===== config.mk =====
export PLATFORM = sky130hd
export DESIGN_NAME = pmu_lpmd_fsm
export DESIGN_NICKNAME = d
export VERILOG_FILES = /design/src/rtl/pmu_lpmd_fsm.sv
export SDC_FILE = /design/constraint.sdc
export NUM_CORES = 1
export LEC_CHECK = 0
export CORE_MARGIN = 2
export CORE_UTILIZATION = 45
export DETAILED_ROUTE_END_ITERATION = 8
export PLACE_DENSITY = 0.77
export SYNTH_ARGS = -nofsm -noshare
export SYNTH_HDL_FRONTEND = slang
export SYNTH_SLANG_ARGS = --single-unit
export TNS_END_PERCENT = 1

===== constraint.sdc =====
create_clock -name fast_clk -period 3.6 [get_ports fast_clk]
set_input_delay 1.08 -clock fast_clk [delete_from_list [all_inputs] [get_ports fast_clk]]
set_output_delay 1.08 -clock fast_clk [all_outputs]
set_load 0.02 [all_outputs]

===== src/rtl/pmu_lpmd_fsm.sv =====
// PMU low-power sequencer: gates the core clock after a stable low-power request and
// restores it after a wake event plus a stabilisation window. Optional wake counter: PMU_LPMD_WAKE_CNT_EN.
module pmu_lpmd_fsm #(
    parameter int unsigned ENTRY_CYC  = 4,
    parameter int unsigned STABLE_CYC = 8
) (
    input  logic        fast_clk,
    input  logic        pad_cpu_rst_b,
    input  logic [1:0]  cpu_pmu_lpmd_b,
    input  logic        wake_evt,
    output logic        pmu_clk_en,
    output logic        pmu_sleep_st,
    output logic        pmu_wake_ack,
    output logic [1:0]  pmu_state,
    output logic [15:0] pmu_wake_cnt
);

    typedef enum logic [1:0] {
        ST_RUN   = 2'b00,
        ST_ENTRY = 2'b01,
        ST_SLEEP = 2'b10,
        ST_EXIT  = 2'b11
    } state_t;

    localparam logic [7:0] ENTRY_LOAD  = 8'(ENTRY_CYC - 1);
    localparam logic [7:0] STABLE_LOAD = 8'(STABLE_CYC - 1);

    state_t      state_r;
    state_t      state_s;
    logic [7:0]  cnt_r;
    logic [7:0]  cnt_s;
    logic        armed_r;
    logic        armed_s;
    logic        wake_ack_s;
    logic        lpmd_req_s;
    logic        clk_en_r;
    logic        sleep_st_r;
    logic        wake_ack_r;

    assign lpmd_req_s = (cpu_pmu_lpmd_b != 2'b11);

    // Next-state, counter and re-arm logic
    always_comb begin
        state_s    = state_r;
        cnt_s      = cnt_r;
        armed_s    = armed_r;
        wake_ack_s = 1'b0;
        case (state_r)
            ST_RUN: begin
                // The core cannot drop its request while gated, so re-entry waits for one deassertion.
                if (!lpmd_req_s) begin
                    armed_s = 1'b1;
                end else begin
                    armed_s = armed_r;
                end
                if (lpmd_req_s && armed_r && !wake_evt) begin
                    state_s = ST_ENTRY;
                    cnt_s   = ENTRY_LOAD;
                end else begin
                    state_s = ST_RUN;
                end
            end
            ST_ENTRY: begin
                if (!lpmd_req_s || wake_evt) begin
                    state_s = ST_RUN;
                    cnt_s   = 8'd0;
                end else if (cnt_r == 8'd0) begin
                    state_s = ST_SLEEP;
                end else begin
                    cnt_s = cnt_r - 8'd1;
                end
            end
            ST_SLEEP: begin
                if (wake_evt) begin
                    state_s = ST_EXIT;
                    cnt_s   = STABLE_LOAD;
                end else begin
                    state_s = ST_SLEEP;
                end
            end
            ST_EXIT: begin
                if (cnt_r == 8'd0) begin
                    state_s    = ST_RUN;
                    wake_ack_s = 1'b1;
                    armed_s    = 1'b0;
                end else begin
                    cnt_s = cnt_r - 8'd1;
                end
            end
            default: begin
                state_s = ST_RUN;
                cnt_s   = 8'd0;
            end
        endcase
    end

    // State, counter and registered output flops
    always_ff @(posedge fast_clk or negedge pad_cpu_rst_b) begin
        if (!pad_cpu_rst_b) begin
            state_r    <= ST_RUN;
            cnt_r      <= 8'd0;
            armed_r    <= 1'b1;
            clk_en_r   <= 1'b1;
            sleep_st_r <= 1'b0;
            wake_ack_r <= 1'b0;
        end else begin
            state_r    <= state_s;
            cnt_r      <= cnt_s;
            armed_r    <= armed_s;
            clk_en_r   <= (state_s != ST_SLEEP);
            sleep_st_r <= (state_s == ST_SLEEP);
            wake_ack_r <= wake_ack_s;
        end
    end

    assign pmu_clk_en   = clk_en_r;
    assign pmu_sleep_st = sleep_st_r;
    assign pmu_wake_ack = wake_ack_r;
    assign pmu_state    = state_r;

`ifdef PMU_LPMD_WAKE_CNT_EN
    logic [15:0] wake_cnt_r;
    logic        wake_inc_s;

    assign wake_inc_s = (state_r == ST_SLEEP) && (state_s == ST_EXIT);

    // Saturating count of SLEEP->EXIT transitions, cleared only by reset
    always_ff @(posedge fast_clk or negedge pad_cpu_rst_b) begin
        if (!pad_cpu_rst_b) begin
            wake_cnt_r <= 16'h0000;
        end else if (wake_inc_s && (wake_cnt_r != 16'hFFFF)) begin
            wake_cnt_r <= wake_cnt_r + 16'd1;
        end else begin
            wake_cnt_r <= wake_cnt_r;
        end
    end

    assign pmu_wake_cnt = wake_cnt_r;
`else
    assign pmu_wake_cnt = 16'h0000;
`endif

endmodule


# Word level (Yosys, flattened, before mapping)
# Index checks and enable logic that the tools add are counted.
[totals]
regBits = 14
input_bits = 5
output_inout_bits = 21
wordCells = 43
[op_classes]
addsub = 1
eq_ne = 10
n_mux = 16
n_reduce_logical = 10
[op_table]
columns = ["cell", "count"]
rows = [
  ["8-bit 2-to-1 mux", 4],
  ["8-bit case mux with 4 select lines", 1],
  ["2-bit != test, second input constant", 6],
  ["8-bit logical NOT", 1],
  ["2-bit case mux with 4 select lines", 1],
  ["8-bit by 1-bit subtractor with 8-bit output, second input constant", 1],
  ["2-bit == test, second input constant", 3],
  ["1-bit 2-to-1 mux", 6],
  ["2-bit 2-to-1 mux", 3],
  ["3-bit AND reduction", 1],
  ["2-bit by 1-bit == test with 1-bit output, second input constant", 1],
  ["1-bit logical AND", 2],
  ["1-bit logical NOT", 2],
  ["2-bit logical NOT", 1],
  ["1-bit case mux with 2 select lines", 1],
  ["2-bit AND reduction", 1],
  ["2-bit nonzero test", 1],
  ["1-bit logical OR", 1],
]

# Longest topological paths before layout
[logic_depth]
ltp_word = 6
mapped_depth = 7

# Least setup slack after synthesis
# No wires, ideal clock.
[synth_timing]
path_kind = "input -> register"
start = "input cpu_pmu_lpmd_b[0]"
end = "register cnt_r[7]"
setup_time_ps = 64
arrival_time_ps = 2042
path_slack_ps = 1494
path_stages = 5
path_buffers = 1
path_cell_list = "a21o_1 -> a221o_1 -> buf_4 -> nor4_1 -> a21o_1"
[synth_between]
elab_chain_cells = 5
elab_cells_between_ends = 9
[synth_lines]
columns = ["item", "line", "source"]
rows = [
  ["start, declared", "9", "input logic [1:0] cpu_pmu_lpmd_b,"],
  ["2-bit != test (*)", "40", "assign lpmd_req_s = (cpu_pmu_lpmd_b != 2'b11);"],
  ["1-bit logical NOT / 1-bit logical AND (equally long branches)", "64, 56", ""],
  ["1-bit logical OR / 1-bit logical AND (equally long branches)", "64, 56", ""],
  ["8-bit 2-to-1 mux / 2-bit != test (equally long branches)", "--", ""],
  ["8-bit case mux with 4 select lines / 2-bit AND reduction (equally long branches)", "--", ""],
  ["end signal, assigned", "108", "cnt_r <= cnt_s;"],
  ["end, declared", "30", "logic [7:0] cnt_r;"],
]
# Mark *: on every way between the ends. The rest lies on a longest branch, timed or not.
# A chain may end at the register's enable or synchronous reset.

# Final worst setup path
[layout_timing]
start = "register state_r[1] (netlist: pmu_state[1])"
end = "output pmu_state[1]"
[layout_rtl]
columns = ["item", "line", "source"]
rows = [
  ["start, declared", "28", "state_t state_r;"],
  ["start signal, assigned", "107", "state_r <= state_s;"],
  ["end, declared", "14", "output logic [1:0] pmu_state,"],
]
# No word-level cell between the ends.

==> metrics.csv <==
stage,metric,value,unit
clock_tree,clock-sinks,14,
route,via_count,655,
timing,worstMarginPinSlew,0.6097,ns
pwr,total_power,0.0007918,W
critical_path,max_stage_delay,0.68,ns
placed_design,io_buffers,9,
layout,n_fill_cell,169,
pwr,comb_power_share,0.489,
logic_synthesis,synth_cells,94,
route,wl,1579,um
global_routing,grt_pass1_wl,2808,um
logic_synthesis,ys_seq_elements,14,
pwr,clkPwrFrac,0.140,
layout,layout_common_cells,"16 x conb_1, 12 x dfrtp_1, 9 x clkdlybuf4s50_1, 6 x a21oi_1",
floorplanning,initial_core_util,0.4658,
critical_path,cp.required,2.52,ns
timing,rsz0062_at_grt,no,
job,drv_cap,0,
logic_synthesis,async_flop_share,1.000,
logic_synthesis,yosysSeqAreaShare,0.3983,
route,met1Wirelength,636,um
route,wl_per_cell,12.05,um
clock_tree,cts_root_buffer,clkbuf_4,
critical_path,critPathTopFamily,buffers and inverters,
layout,fin_nets,112,
route,firstDrtPassIters,4,
clock_tree,cts_resized,0,
pwr,vdd_ir_drop_max,0.3748,mV
critical_path,critPathMaxFanout,12,
layout,layout-drive-gt1-share,0.09615,
layout,layout_commonest_cell,conb_1,
pwr,p_sw,0.0003389,W
pwr,pwr_density_cell,815.5,nW/um^2
critical_path,path_cells,clkdlybuf4s50_1,
timing,clock.fmax,386.0,MHz
clock_tree,numCtsBuffers,3,
clock_tree,ctsHoldBuffers,0,
layout,final_core_util,0.5105,
logic_synthesis,postSynthAreaPerCell,9.424,um^2
route,ant_nets,0,
logic_synthesis,syn_area,885.9,um^2
critical_path,start_kind,register,
timing,finalCritPeriodShare,0.7196,
pwr,power_leakage,0.4702,nW
global_routing,grt_overflow,0,
global_routing,grt_max_degree,15,
route,route.met2.wl,844,um
min_path,min_path_type,register to register,
floorplanning,rows,16,
clock_tree,clk_pin_slew_worst_paths,0.08,ns
placed_design,dpl.hpwl,1237,um
logic_synthesis,ys_warn_count,0,
critical_path,cp_slowest_cell,clkdlybuf4s50_1,
global_routing,grt_pass1_vias,675,
logic_synthesis,synthFlopType,dfrtp_1,
floorplanning,die_w,48.37,um
floorplanning,die_h,48.37,um
timing,setup_viol,0,
critical_path,cp.arrival,1.51,ns
pwr,pwr-share-seq,0.371,
clock_tree,clockBufferDepth,2,
layout,syn2layout_area_growth,9.604,%
floorplanning,pin_count,26,
route,routed_via_density,5.000,
timing,clock_skew,0.008473,ns
clock_tree,h-tree-depth,1,
timing,fin_tns_setup,0,ns
floorplanning,die-area,2340,um^2
timing,slew_headroom,0.5923,
critical_path,crit_type,register to primary output,
global_routing,grt_antenna_before_repair,0,
logic_synthesis,synth_edf_count,0,
timing,maxSlewViolCount,0,
clock_tree,post_cts_buffers,0,
route,top_layer_used,met4,
placed_design,gp_congestion,0.7469,
outcome,outcome,completed,
timing,hold_viol_final,0,
clock_tree,clkLatencyLatePin,0.28,ns
logic_synthesis,yosys.cell_types.count,35,
route,drc_errors,0,
timing,finalCriticalPeriod,2.590,ns
pwr,intPower,0.0004529,W
route,dr.first_iter.drc_count,15,
layout,diodes,0,
pwr,switching_share,0.4280,
route,route.met3.wl,82,um
placed_design,dpl_cell_area,934.6,um^2
critical_path,endpoint_kind,primary output,
layout,fin_area,970.9,um^2
critical_path,cp.buffers_inverters,1,
clock_tree,cts_tree,done,
floorplanning,core-area,1902,um^2
global_routing,track_usage,0.1519,
## stage by stage
stage               hold WS [ns]  setup WS, ns  cells
floorplan                 0.4607         1.494    109
global placement          0.4774        0.8846    127
detailed placement        0.4864        0.8100    127
CTS                       0.5064         1.008    131
global route              0.5324        0.9334    131
finish                    0.5042         1.010    131
## synth_stat cells (2+ instances only)
library cell  count  share of area
inv_1             5          0.021
buf_4            17           0.14
ha_1              2          0.028
o21ai_1           5          0.028
nor3_1            3          0.017
a21oi_1           6          0.034
nand2_1           4          0.017
o22a_1            3          0.030
dfrtp_1          12           0.34
nor2_1            5          0.021
a21o_1            5          0.042
dfstp_2           2          0.059
a211o_1           2          0.020
nor4_1            2          0.014
## flip-flops by register name, summed over array words and instances, names as in the netlist
register	flops
cnt_r	8
pmu_state	2
armed_r	1
pmu_clk_en	1
pmu_sleep_st	1
pmu_wake_ack	1
## final timing paths
kind | cells past startpoint | start | slack (ns) | to
max in group asynchronous | 1 | pad_cpu_rst_b | 2.02 | pmu_state[1]
worst min register to register | 2 | armed_r | 0.50 | armed_r
worst min-delay path | 2 | armed_r | 0.50 | armed_r
worst max register to register | 6 | cnt_r[0] | 1.75 | cnt_r[2]
min in group asynchronous | 1 | pad_cpu_rst_b | 1.17 | cnt_r[7]
worst max-delay path | 1 | pmu_state[1] | 1.01 | pmu_state[1]
## metal layers
layer | vias to the layer above | track usage
met2 | 21 | 0.2801
met5 | - | 0
met4 | 0 | 0.03810
met3 | 2 | 0.06173
met1 | 311 | 0.1600
li1 | 321 | -
## final cells by class
cell class / count / area [um^2] / area share
repair buffers: 9 / 90.09 / 0.09278
flip-flops and latches: 14 / 352.8 / 0.3634
clock buffers: 4 / 36.28 / 0.03737
well taps: 27 / 33.78 / 0.03479
multi-input cells: 71 / 435.4 / 0.4485
inverters: 6 / 22.52 / 0.02320
## power groups by stage
stage | Clock [W] | Combinational (W) | Sequential (W)
5_1_grt | 0.000123 | 0.000436 | 0.000304
3_3_place_gp | 0 | 0.000376 | 0.000293
6_report | 0.000111 | 0.000387 | 0.000294
4_1_cts | 0.000113 | 0.000391 | 0.000293
3_5_place_dp | 0 | 0.000389 | 0.000296
2_1_floorplan | 0 | 0.000301 | 0.000293
## cell families after synthesis
family	after synthesis	synth area share
AO/OA/AOI/OAI	28	0.2175
adder cells (fa/ha/maj)	2	0.02824
XOR/XNOR	1	0.009889
flip-flops	14	0.3983
AND/OR/NAND/NOR	24	0.1681
buffers and inverters	24	0.1737
other	1	0.004233
Power figures use the tool's default switching activity.
